**src/rtl/alu_pkg.sv**
```systemverilog
// Shared types and constants for the ALU serial command path.
package alu_pkg;

   typedef enum logic [2:0] {
      OP_AND     = 3'b000,
      OP_OR      = 3'b001,
      OP_ADD     = 3'b100,
      OP_SUB     = 3'b101,
      OP_UNKNOWN = 3'b111
   } alu_op_t;

   localparam logic DATA_T = 1'b0;
   localparam logic CMD_T  = 1'b1;

   // x^4 + x + 1, feedback taps applied after the left shift
   localparam logic [3:0] CRC4_POLY = 4'b0011;

   typedef struct packed {
      logic err_data;
      logic err_crc;
      logic err_op;
   } err_flags_t;

   typedef enum logic {
      S_IDLE,
      S_RECV
   } rx_state_t;

   function automatic logic op_legal(input logic [2:0] op);
      logic ok;
      case (op)
         OP_AND, OP_OR, OP_ADD, OP_SUB: ok = 1'b1;
         default:                       ok = 1'b0;
      endcase
      return ok;
   endfunction

endpackage

```
**src/rtl/crc4_serial.sv**
```systemverilog
// Bit-serial CRC4 (x^4+x+1) LFSR, one bit per enabled clock; clr has priority.
module crc4_serial
   import alu_pkg::*;
(
   input  logic       clk,
   input  logic       rst_n,
   input  logic       clr,
   input  logic       en,
   input  logic       din,
   output logic [3:0] crc
);

   logic [3:0] crc_q, crc_d;
   logic       fb;

   always_comb begin
      fb    = crc_q[3] ^ din;
      crc_d = crc_q;
      if (clr)
         crc_d = '0;
      else if (en)
         crc_d = {crc_q[2:0], 1'b0} ^ (fb ? CRC4_POLY : 4'b0000);
   end

   always_ff @(posedge clk or negedge rst_n) begin
      if (!rst_n) crc_q <= '0;
      else        crc_q <= crc_d;
   end

   assign crc = crc_q;

endmodule

```
**src/rtl/alu_serial_rx.sv**
```systemverilog
// Serial command receiver: deserialises data/command frames into {B,A,op},
// validates framing/count/CRC/opcode and holds the result on a valid/ready port.
module alu_serial_rx
   import alu_pkg::*;
#(
   parameter int OPERAND_BYTES = 4,
   parameter bit CRC_EN        = 1'b1
) (
   input  logic                       clk,
   input  logic                       rst_n,
   input  logic                       sin,
   output logic [8*OPERAND_BYTES-1:0] a_out,
   output logic [8*OPERAND_BYTES-1:0] b_out,
   output logic [2:0]                 op_out,
   output logic [2:0]                 err_out,
   output logic                       out_valid,
   input  logic                       out_ready,
   output logic                       ovf
);

   localparam int W   = 8 * OPERAND_BYTES;
   localparam int NFR = 2 * OPERAND_BYTES;
   localparam int CW  = $clog2(NFR + 2);

   rx_state_t     state_q, state_d;
   logic [3:0]    bit_q, bit_d;
   logic          type_q, type_d;
   logic [7:0]    sh_q, sh_d;
   logic [2*W-1:0] ba_q, ba_d;
   logic [CW-1:0] cnt_q, cnt_d;
   logic          lat_q, lat_d;
   logic [W-1:0]  a_q, a_d, b_q, b_d;
   logic [2:0]    op_q, op_d;
   err_flags_t    err_q, err_d, err_n;
   logic          vld_q, vld_d;
   logic          ovf_q, ovf_d;

   logic          crc_clr, crc_en, crc_din;
   logic [3:0]    crc_w;

   crc4_serial u_crc (
      .clk   (clk),
      .rst_n (rst_n),
      .clr   (crc_clr),
      .en    (crc_en),
      .din   (crc_din),
      .crc   (crc_w)
   );

   always_comb begin
      state_d = state_q;
      bit_d   = bit_q;
      type_d  = type_q;
      sh_d    = sh_q;
      ba_d    = ba_q;
      cnt_d   = cnt_q;
      lat_d   = lat_q;
      a_d     = a_q;
      b_d     = b_q;
      op_d    = op_q;
      err_d   = err_q;
      vld_d   = vld_q;
      ovf_d   = 1'b0;
      crc_clr = 1'b0;
      crc_en  = 1'b0;
      crc_din = sin;
      err_n   = '0;

      if (vld_q && out_ready)
         vld_d = 1'b0;

      case (state_q)
         S_IDLE: begin
            if (!sin) begin
               state_d = S_RECV;
               bit_d   = 4'd0;
            end
         end
         S_RECV: begin
            bit_d = bit_q + 4'd1;
            if (bit_q == 4'd0) begin
               type_d = sin;
            end else if (bit_q <= 4'd8) begin
               sh_d = {sh_q[6:0], sin};
               // Command frames feed a 1 in place of the leading payload
               // zero, then the opcode; the received CRC nibble is not fed.
               if (type_q == DATA_T) begin
                  crc_en = 1'b1;
               end else if (bit_q <= 4'd4) begin
                  crc_en  = 1'b1;
                  crc_din = (bit_q == 4'd1) ? 1'b1 : sin;
               end
            end else begin
               state_d = S_IDLE;
               if (!sin) begin
                  lat_d = 1'b1;
               end else if (type_q == DATA_T) begin
                  ba_d = {ba_q[2*W-9:0], sh_q};
                  if (cnt_q != CW'(NFR + 1))
                     cnt_d = cnt_q + CW'(1);
               end else begin
                  err_n.err_data = lat_q | (cnt_q != CW'(NFR));
                  err_n.err_crc  = CRC_EN & ~err_n.err_data & (crc_w != sh_q[3:0]);
                  err_n.err_op   = ~err_n.err_data & ~err_n.err_crc & ~op_legal(sh_q[6:4]);
                  cnt_d   = '0;
                  lat_d   = 1'b0;
                  crc_clr = 1'b1;
                  if (vld_q && !out_ready) begin
                     ovf_d = 1'b1;
                  end else begin
                     a_d   = ba_q[W-1:0];
                     b_d   = ba_q[2*W-1:W];
                     op_d  = sh_q[6:4];
                     err_d = err_n;
                     vld_d = 1'b1;
                  end
               end
            end
         end
         default: state_d = S_IDLE;
      endcase
   end

   always_ff @(posedge clk or negedge rst_n) begin
      if (!rst_n) begin
         state_q <= S_IDLE;
         bit_q   <= '0;
         type_q  <= 1'b0;
         sh_q    <= '0;
         ba_q    <= '0;
         cnt_q   <= '0;
         lat_q   <= 1'b0;
         a_q     <= '0;
         b_q     <= '0;
         op_q    <= '0;
         err_q   <= '0;
         vld_q   <= 1'b0;
         ovf_q   <= 1'b0;
      end else begin
         state_q <= state_d;
         bit_q   <= bit_d;
         type_q  <= type_d;
         sh_q    <= sh_d;
         ba_q    <= ba_d;
         cnt_q   <= cnt_d;
         lat_q   <= lat_d;
         a_q     <= a_d;
         b_q     <= b_d;
         op_q    <= op_d;
         err_q   <= err_d;
         vld_q   <= vld_d;
         ovf_q   <= ovf_d;
      end
   end

   assign a_out     = a_q;
   assign b_out     = b_q;
   assign op_out    = op_q;
   assign err_out   = err_q;
   assign out_valid = vld_q;
   assign ovf       = ovf_q;

endmodule

```
**config.mk**
```make
export PLATFORM = sky130hd
export DESIGN_NAME = alu_serial_rx
export DESIGN_NICKNAME = d
export VERILOG_FILES = /design/src/rtl/alu_pkg.sv /design/src/rtl/crc4_serial.sv /design/src/rtl/alu_serial_rx.sv
export SDC_FILE = /design/constraint.sdc
export NUM_CORES = 1
export LEC_CHECK = 0
export BUFFER_PORTS_ARGS = -buffer_cell sky130_fd_sc_hd__buf_2
export CAP_MARGIN = 30
export CORE_ASPECT_RATIO = 1.75
export CORE_MARGIN = 1.5
export CORE_UTILIZATION = 60
export DETAILED_ROUTE_END_ITERATION = 7
export PLACE_DENSITY = 0.79
export SETUP_SLACK_MARGIN = 0.15
export SYNTH_ARGS = -nofsm -noshare
export SYNTH_HDL_FRONTEND = slang
export SYNTH_SLANG_ARGS = --single-unit
export TNS_END_PERCENT = 30
```
**constraint.sdc**
```tcl
create_clock -name clk -period 3.5 [get_ports clk]
set_clock_uncertainty 0.1 [all_clocks]
set_input_delay 0.875 -clock clk [delete_from_list [all_inputs] [get_ports clk]]
set_output_delay 0.875 -clock clk [all_outputs]
set_load 0.005 [all_outputs]
```
=== Word level (Yosys, flattened, before mapping) ===
Cells that the tools add are included.

* Register bits: 159
* Output and inout bits: 72
* Input bits: 4

* Bitwise operators: 14
* $add $sub $neg: 2
* $lt $le $gt $ge: 2
* Reduce and logical (&&, ||, !) cells: 14
* Equal/unequal tests: 9
* Muxes and demuxes: 48

{| class="wikitable"
|+ Operator list
! kind !! number
|-
| two-way mux 1 bit || 40
|-
| two-way mux 4 bit || 5
|-
| AND reduction 5 bit || 2
|-
| adder 4 x 1 -> 4 bit, second input constant || 2
|-
| != test 4 bit, second input constant || 2
|-
| NOT 1 bit || 8
|-
| case mux 4 bit (2 select lines) || 1
|-
| == test 3 bit, second input constant || 2
|-
| AND reduction 6 bit || 1
|-
| == test 4 x 1 -> 1 bit, second input constant || 1
|-
| less-or-equal comparator 4 x 3 -> 1 bit, second input constant || 1
|-
| less-or-equal comparator 4 bit, second input constant || 1
|-
| zero test 4 bit || 1
|-
| != test 4 bit || 1
|-
| AND reduction 4 bit || 1
|-
| nonzero test 2 bit || 2
|-
| OR reduction 4 bit || 1
|-
| XOR 4 bit || 1
|-
| AND 1 bit || 3
|-
| == test 3 x 1 -> 1 bit, second input constant || 1
|-
| zero test 3 bit || 1
|-
| AND reduction 3 bit || 1
|-
| logical AND 1 bit || 2
|-
| two-way mux 2 bit || 1
|-
| 7 further kinds || 7
|}

=== Logic depth before layout (Yosys ltp) ===
Gate-level depths: netlist of the first run.

* Depth in word-level cells: 12
* Depth in mapped cells: 9

=== By module ===
A second synthesis of the first run with hierarchy kept.

* Cell total of the unflattened synthesis: 411
* Area, all modules: 6,317.3 um^2

{| class="wikitable"
|+ Modules (own cells, without submodules)
! module !! instances !! area each (um^2) !! seq. area each (um^2) !! cells an instance
|-
| alu_serial_rx || 1 || 6,128.4 || 3,878.7 || 394
|-
| crc4_serial || 1 || 188.9 || 100.1 || 17
|}

=== Least setup slack after synthesis of the first run ===
OpenSTA, ideal clock, no wires.

* Path type: input to register
* From: in sin
* To: reg a_q[0] (netlist: a_out[0])
* Stages on the path: 6
* Data required time: 3.275 ns
* Arrival: 1.906 ns
* Path slack: 1.369 ns
* Cell sequence: buf_2 -> nand4_4 -> nor2b_4 -> buf_12 -> buf_12 -> mux2_4

* Longest elaborated chain between the ends: 1

{| class="wikitable"
|+ RTL lines
! what !! line !! RTL
|-
| start, declared || alu_serial_rx.sv:11 || <nowiki>input logic sin,</nowiki>
|-
| AND reduction 6 bit (no source line) || n/a ||
|-
| end signal, assigned || alu_serial_rx.sv:133 || <nowiki>a_q <= '0;</nowiki>
|-
| end signal, assigned || alu_serial_rx.sv:147 || <nowiki>a_q <= a_d;</nowiki>
|-
| end, declared || alu_serial_rx.sv:32 || <nowiki>logic [W-1:0] a_q, a_d, b_q, b_d;</nowiki>
|}

Every way passes these cells.
A chain may end at the register's enable or synchronous reset.

=== Worst setup path in the final report of the first run ===
* From: reg state_q
* To: reg b_q[29] (netlist: b_out[29])

* Longest elaborated chain between the ends: 1

{| class="wikitable"
|+ RTL lines
! what !! line !! RTL
|-
| start, declared || alu_serial_rx.sv:25 || <nowiki>rx_state_t state_q, state_d;</nowiki>
|-
| start signal, assigned || alu_serial_rx.sv:140 || <nowiki>state_q <= state_d;</nowiki>
|-
| AND reduction 6 bit (no source line) || n/a ||
|-
| end signal, assigned || alu_serial_rx.sv:134 || <nowiki>b_q <= '0;</nowiki>
|-
| end signal, assigned || alu_serial_rx.sv:148 || <nowiki>b_q <= b_d;</nowiki>
|-
| end, declared || alu_serial_rx.sv:32 ||
|}

Every way passes these cells.

==> impl_results.md, run 1 <==
* Min Hold Slack at around 340 ps
* Max_cap viols at 0
* Worst setup path class: register to register
* Die X at about 83 µm
* Post-layout nets at roughly 500
* Post-DP HPWL at between 7000 and 8000 µm
* Num rows at 51
* Post-Synthesis Cells at 409
* Leak at 0.00396 µW
* RSZ-0062 raised after global routing: false
* Clk buf depth at 2
* Net count after synthesis at 419
* Final ANT Viol Nets at 0
* CP max stage cell: dfrtp_1
* Status: finished, final reports clean
* HP Class: primary input to async pin
* Fmax at 432 MHz
* R2R setup slack at between 1000 and 1500 ps
* Setup crit end kind: register
* Clock slew at reported path FFs at roughly 60 ps
* Worst reg2reg path depth at 5
* Post-CTS Setup Bufs at 0
* Rel. slew slack at between 50% and 60%
* Area contributors post-synth: dfrtp_1, mux2_4, mux2_2
* Pin count of the biggest net entering global routing at 71
* Count of cell types in the netlist at 39
* Multi-input gate area at 0.00243 mm²
* Fillcell total at 736
* # clock sinks at 159
* Initial Utilization at about 61%
* Setup tns final at 0 ps
* Cells after DPL at roughly 600
* Syn Area/Cell at 16.4 µm²
* Clk_lat worst skew at 410 ps
* Total track usage at 20.8%
* Yosys Warn Count at 0
* Synth area leader: dfrtp_1
* CP max FO at 70
* Syn Std Cell Area at 0.00672 mm²
* Area grow syn2layout at 14.1%
* Final hold viol count at 0
* Routability cong. at 0.788
* First-pass GRT wire length at about 19000 µm
* Top-area cell type share of the netlist area at 59.2%
* Hold Buf Count CTS at 0
* Post_cts resized at 0
* Power per standard cell area at 761 mW/mm²
* Die Y at around 140 µm
* DRC viols at 0
* Slew @ Worst Pin at 701 ps
* I/O pins at between 70 and 80
* Crit-path cells: and2_1 -> nand4_4 -> nor2b_4 -> buf_12 -> mux2_4
* GRT overflow at 0
* Maximum vdd drop at 0.566 mV
* Layout cells sized above 1 at 52.1%
* Vias in the first global route at 3719
* Initial DRC Count at 148
* Routed WL at 11400 µm
* Critical path arrival at between 2000 and 3000 ps
* Layout Cells excl Fill at 631
* CP Data Required Time at 3690 ps
* Initial antenna violation count at 0
* CTS root buf: clkbuf_16
* Seq. cell area at 0.00398 mm²
* Vias/cell at approximately 5.5
* Register area share after synthesis at around three fifths
* Crit start category: register
* Core area at 0.0110 mm²
* IO Port Bufs at 75
* CTS buffer count at 17
* Worst r2r src: state_q$_DFF_PN0_
* CP max stage delay at 520 ps
* Reg2reg end: b_out[29]$_DFFE_PN0P_
* Die Footprint at ~0.012 mm²
* Via Count at 3482
* Final Max Tran Viols at 0
* Minimum clock period at around 2300 ps
* CTS tree: yes
* Final period utilization at 66.2%
* WL per Instance at 18.0 µm
* FF+latch count, synth at 159
* H-tree levels at 4
* Final setup fails at 0
* Pre-antenna DRT Iters at 6
* Antenna cells at 0
how the worst max path moves through the flow:
stage / slack [ps] / startpoint / cells past startpoint / endpoint
floorplan: 1370 / sin / 6 / a_out[0]$_DFFE_PN0P_
global placement: 1080 / sin / 5 / b_out[29]$_DFFE_PN0P_
detailed placement: 1010 / sin / 5 / a_out[23]$_DFFE_PN0P_
CTS: 1190 / state_q$_DFF_PN0_ / 5 / a_out[23]$_DFFE_PN0P_
global route: 1030 / state_q$_DFF_PN0_ / 5 / a_out[14]$_DFFE_PN0P_
finish: 1180 / state_q$_DFF_PN0_ / 5 / b_out[29]$_DFFE_PN0P_
routing by layer:
| metal | vias to the layer above | GRT usage [%] | routed length, µm |
|---|---|---|---|
| met2 | 77 | 34.1 | 6010 |
| met4 | 0 | 6.32 | 95 |
| met5 | - | 0 | 0 |
| li1 | 1596 | - | - |
| met3 | 6 | 5.72 | 366 |
| met1 | 1803 | 27.1 | 4910 |
state kept, by name, indices dropped and copies added, names as in the netlist:
| name | flops |
|---|---|
| err_out | 3 |
| ba_q | 64 |
| b_out | 32 |
| lat_q | 1 |
| sh_q | 8 |
| bit_q | 4 |
| ovf | 1 |
| cnt_q | 4 |
| out_valid | 1 |
| a_out | 32 |
| type_q | 1 |
| state_q | 1 |
| op_out | 3 |
| u_crc.crc | 4 |
stage by stage:
| stage | area [µm²] | utilization (%) | setup WS (ps) | power [µW] |
|---|---|---|---|---|
| 2_1_floorplan | 6720 | - | 1370 | 3660 |
| 3_3_place_gp | 7060 | 64.0 | 1080 | 3920 |
| 3_5_place_dp | 7060 | 64.0 | 1010 | 4010 |
| 4_1_cts | 7660 | 69.4 | 1190 | 5890 |
| 5_1_grt | 7660 | 69.4 | 1030 | 6140 |
| 6_report | 7660 | 69.4 | 1180 | 5840 |
where the power goes:
part,leakage [µW],total (µW),internal (µW),switching (µW)
clock,0.000294,1860,1170,692
sequential,0.00214,2630,2250,379
combinational,0.00153,1340,771,574
total,0.00396,5840,4190,1650
cell type report:
| cell class | instances | area share [%] |
|---|---|---|
| Sequential cell | 159 | 51.9 |
| Tap cell | 132 | 2.15 |
| Clock inverter | 10 | 1.80 |
| Multi-Input combinational cell | 219 | 31.7 |
| Timing Repair Buffer | 81 | 5.89 |
| Clock buffer | 20 | 6.09 |
| Inverter | 10 | 0.490 |
worst max-delay path, delay by kind of cell (launching register included):
| kind | cells | cell delay, ps |
|---|---|---|
| and+or+nand+nor | 3 | 750 |
| buffers and inverters | 1 | 440 |
| DFF | 1 | 520 |
| muxes | 1 | 350 |
synthesized netlist by cell type:
master and n:
and2_1 1, a32o_1 1, nand4_4 1, and3_1 3, buf_6 7, nor3_1 1, xor2_1 7, mux2_2 74
nand4_1 1, a31oi_1 1, dfrtp_1 159, o22ai_1 2, a211oi_1 1, mux2i_1 4, a22o_1 1, nand3_1 3
buf_8 1, o21ai_0 5, nand2b_4 1, xnor2_1 3, buf_12 8, ha_1 6, a21oi_1 6, a22oi_1 1
and4bb_2 1, nor2_1 3, nor2b_1 2, nand2_1 13, mux2_4 70, nand3b_1 1, buf_2 4, nor3b_1 1
inv_1 10, clkbuf_1 1, nor4_1 1, nand2b_1 1, nor2_2 1, o221ai_1 1, nor2b_4 1
cells by family after synthesis:
| kind of cell | Yosys count | share of synthesized area, % |
|---|---|---|
| compound gates | 19 | 1.73 |
| xor+xnor | 10 | 1.30 |
| fa+ha+maj | 6 | 1.12 |
| buf+inv | 31 | 4.69 |
| flops | 159 | 59.2 |
| mux | 148 | 28.7 |
| simple gates | 36 | 3.26 |
layout by cell type, fill, tap and decap left out, types with 4 or more instances in the layout:
cell / netlist / layout
clkbuf_16: 0 / 17
xor2_1: 7 / 7
inv_1: 10 / 10
o21ai_0: 5 / 5
buf_4: 0 / 4
mux2_2: 74 / 74
mux2_4: 70 / 70
ha_1: 6 / 6
nand2_1: 13 / 13
mux2i_1: 4 / 4
a21oi_1: 6 / 6
buf_2: 4 / 74
dfrtp_1: 159 / 159
Note: power is estimated with default switching activity, not from simulation.
==> inputs of run 2 (changes only) <==
CORE_UTILIZATION = 58   (was 60)
PLACE_DENSITY = 0.76   (was 0.79)
clock period = 2.15 ns   (was 3.5 ns; I/O delays follow)
==> impl_results.md, run 2 (same netlist as run 1, synthesis figures left out) <==
* Fmax at 522 MHz (was 432 MHz)
* Area grow syn2layout at 18.7% (was 14.1%)
* Power per standard cell area at 1240 mW/mm² (was 761 mW/mm²)
* Final Max Tran Viols at 0 (unchanged)
* Slew @ Worst Pin at 534 ps (was 701 ps)
* Leak at 0.00410 µW (was 0.00396 µW)
* Final ANT Viol Nets at 0 (unchanged)
* Setup tns final at 0 ps (unchanged)
* Initial Utilization at 59.8% (was 60.8%)
* Layout cells sized above 1 at 54.9% (was 52.1%)
* Total Power at 9890 µW (was 5840 µW)
* CP Data Required Time at 2350 ps (was 3690 ps)
* IO Port Bufs at 75 (unchanged)
* Min Hold Slack at 350 ps (was 344 ps)
* Status: finished, final reports clean (unchanged)
* Pre-antenna DRT Iters at 4 (was 6)
* Start point of the critical path: bit_q[1]$_DFFE_PN0P_ (was state_q$_DFF_PN0_)
* Max_cap viols at 0 (unchanged)
* I/O pins at 76 (unchanged)
* CP Buf/Inv Count at 3 (was 1)
* Clk_lat worst skew at 410 ps (about the same)
* DRC viols at 0 (unchanged)
* Antenna cells at 0 (unchanged)
* Vias in the first global route at 3866 (was 3719)
* Core area at 0.0112 mm² (was 0.0110 mm²)
* WL per Instance at 19.1 µm (was 18.0 µm)
* Vias/cell at 5.52 (about the same)
* Placed Area at 0.00721 mm² (was 0.00706 mm²)
* Setup crit end kind: register (unchanged)
* RSZ-0062 raised after global routing: false (unchanged)
* CTS root buf: clkbuf_16 (unchanged)
* Global routing usage on met1 at 26.2% (was 27.1%)
* H-tree levels at 4 (unchanged)
* CP max FO at 11 (was 70)
* Via Count at 3613 (was 3482)
* Max FFs per register at 64 (unchanged)
* CTS tree: yes (unchanged)
* Top Usage Layer GRT: met2 (unchanged)
* Post-DP HPWL at 8290 µm (was 7450 µm)
* Crit start category: register (unchanged)
* Die X at 84.3 µm (was 83.0 µm)
* Final Instance Area at 0.00798 mm² (was 0.00766 mm²)
* Final period utilization at 89.2% (was 66.2%)
* GRT overflow at 0 (unchanged)
* Initial antenna violation count at 0 (unchanged)
* Commonest non-fill, non-tap cell in the layout: dfrtp_1 (unchanged)
* Worst setup path class: register to register (unchanged)
* Minimum clock period at 1920 ps (was 2320 ps)
* Final hold viol count at 0 (unchanged)
* Die Y at 145 µm (was 143 µm)
* Worst r2r src: bit_q[1]$_DFFE_PN0P_ (was state_q$_DFF_PN0_)
* Final setup fails at 0 (unchanged)
* # clock sinks at 159 (unchanged)
* HP Class: primary input to register (was primary input to async pin)
* Top delay family on crit path: simple AND/OR/NAND/NOR gates (unchanged)
* Rel. slew slack at 64.4% (was 53.3%)
* First-pass GRT wire length at 20400 µm (was 19300 µm)
* Maximum vdd drop at 1.06 mV (was 0.566 mV)
* CP max stage cell: dfrtp_1 (unchanged)
* Met2 usage at 36.9% (was 34.1%)
* Initial DRC Count at 170 (was 148)
* Most frequent cells in the layout: dfrtp_1, mux2_2, buf_2 (unchanged)
* Setup crit end: ba_q[3]$_DFFE_PN0P_ (was b_out[29]$_DFFE_PN0P_)
* Met3 Use GR at 5.16% (was 5.72%)
* CP max stage delay at 350 ps (was 520 ps)
* Register bank with the most flops: ba_q (unchanged)
* Clk buf depth at 2 (unchanged)
* Num rows at 51 (unchanged)
* Reg2reg end: ba_q[3]$_DFFE_PN0P_ (was b_out[29]$_DFFE_PN0P_)
* Die Footprint at 0.0123 mm² (was 0.0119 mm²)
* Post-layout nets at 520 (was 498)
* Worst reg2reg path depth at 8 (was 5)
* Critical path arrival at 2110 ps (was 2510 ps)
* Clock slew at reported path FFs at 60 ps (about the same)
* Routability cong. at 0.796 (was 0.788)
* CTS buffer count at 17 (unchanged)
* Routed WL at 12500 µm (was 11400 µm)
* Total track usage at 21.3% (was 20.8%)
* Pin count of the biggest net entering global routing at 59 (was 71)
* CP Depth at 8 (was 5)
* Crit-path cells: inv_1 -> ha_2 -> nand2b_4 -> nand3_2 -> nor2_4 -> buf_12 -> clkbuf_16 -> mux2_2 (was and2_1 -> nand4_4 -> nor2b_4 -> buf_12 -> mux2_4)
* R2R setup slack at 230 ps (was 1180 ps)
==> run 2: cell count changes in the layout (fill, tap and decap cells not counted), moves of 2 or more <==
cell,delta
buf_12,+6
buf_4,+12
clkbuf_8,-2
clkinv_2,-2
clkinv_4,+2
inv_6,+4
==> run 2: timing repair <==
| action | CTS | global route |
|---|---|---|
| pin swaps | 1 | 1 |
| gates cloned | 1 | 1 |
| setup buffers | 6 | 0 |
| hold buffers | 1 | 0 |
| endpoints found under the setup margin | 133 | 113 |
| gates resized for setup | 4 | 2 |
| endpoints found under the hold margin | 1 | 0 |
==> run 2: per-layer routing <==
layer | share of wire, % | wire length (µm)
met1 | 41 | 5110
met2 | 54 | 6800
met3 | 3.4 | 424
met4 | 1.6 | 199
met5 | 0 | 0
==> run 2: stage by stage <==
| step | instances | utilization [%] | worst slack, ps |
|---|---|---|---|
| 2_1_floorplan | 409 | - | 176 |
| 3_3_place_gp | 614 | 64.2 | 132 |
| 3_5_place_dp | 614 | 64.2 | 25.0 |
| 4_1_cts | 654 | 70.8 | 148 |
| 5_1_grt | 655 | 71.0 | 166 |
| 6_report | 655 | 71.0 | 233 |
==> run 2: final cells by class <==
cell class / instances / area, µm²
multi-input combinational: 219 / 2440
inverter: 10 / 37.5
timing repair buffer: 103 / 736
clock inverter: 14 / 180
sequential: 159 / 3980
fill: 731 / 3260
clock buffer: 18 / 439
tap: 132 / 165
==> run 2: power breakdown <==
| group | switching (µW) | internal [µW] | total, µW |
|---|---|---|---|
| registers | 549 | 3660 | 4210 |
| logic | 1120 | 1450 | 2570 |
| clock network | 1230 | 1880 | 3110 |
==> run 2: worst min path at each step <==
stage                      start                   end  depth (start not counted)
3_5_place_dp   lat_q$_DFFE_PN0P_     lat_q$_DFFE_PN0P_                          2
5_1_grt                out_ready         ovf$_DFF_PN0_                          3
4_1_cts                out_ready         ovf$_DFF_PN0_                          3
2_1_floorplan              rst_n  a_out[0]$_DFFE_PN0P_                          0
6_report               out_ready         ovf$_DFF_PN0_                          3
3_3_place_gp   lat_q$_DFFE_PN0P_     lat_q$_DFFE_PN0P_                          2
==> run 2: worst reg2reg max path, cell delays in order (launching register included) <==
cell and delay, ps:
dfrtp_1 350, inv_1 60, ha_2 210, nand2b_4 120, nand3_2 120, nor2_4 190
buf_12 140, clkbuf_16 170, mux2_2 340
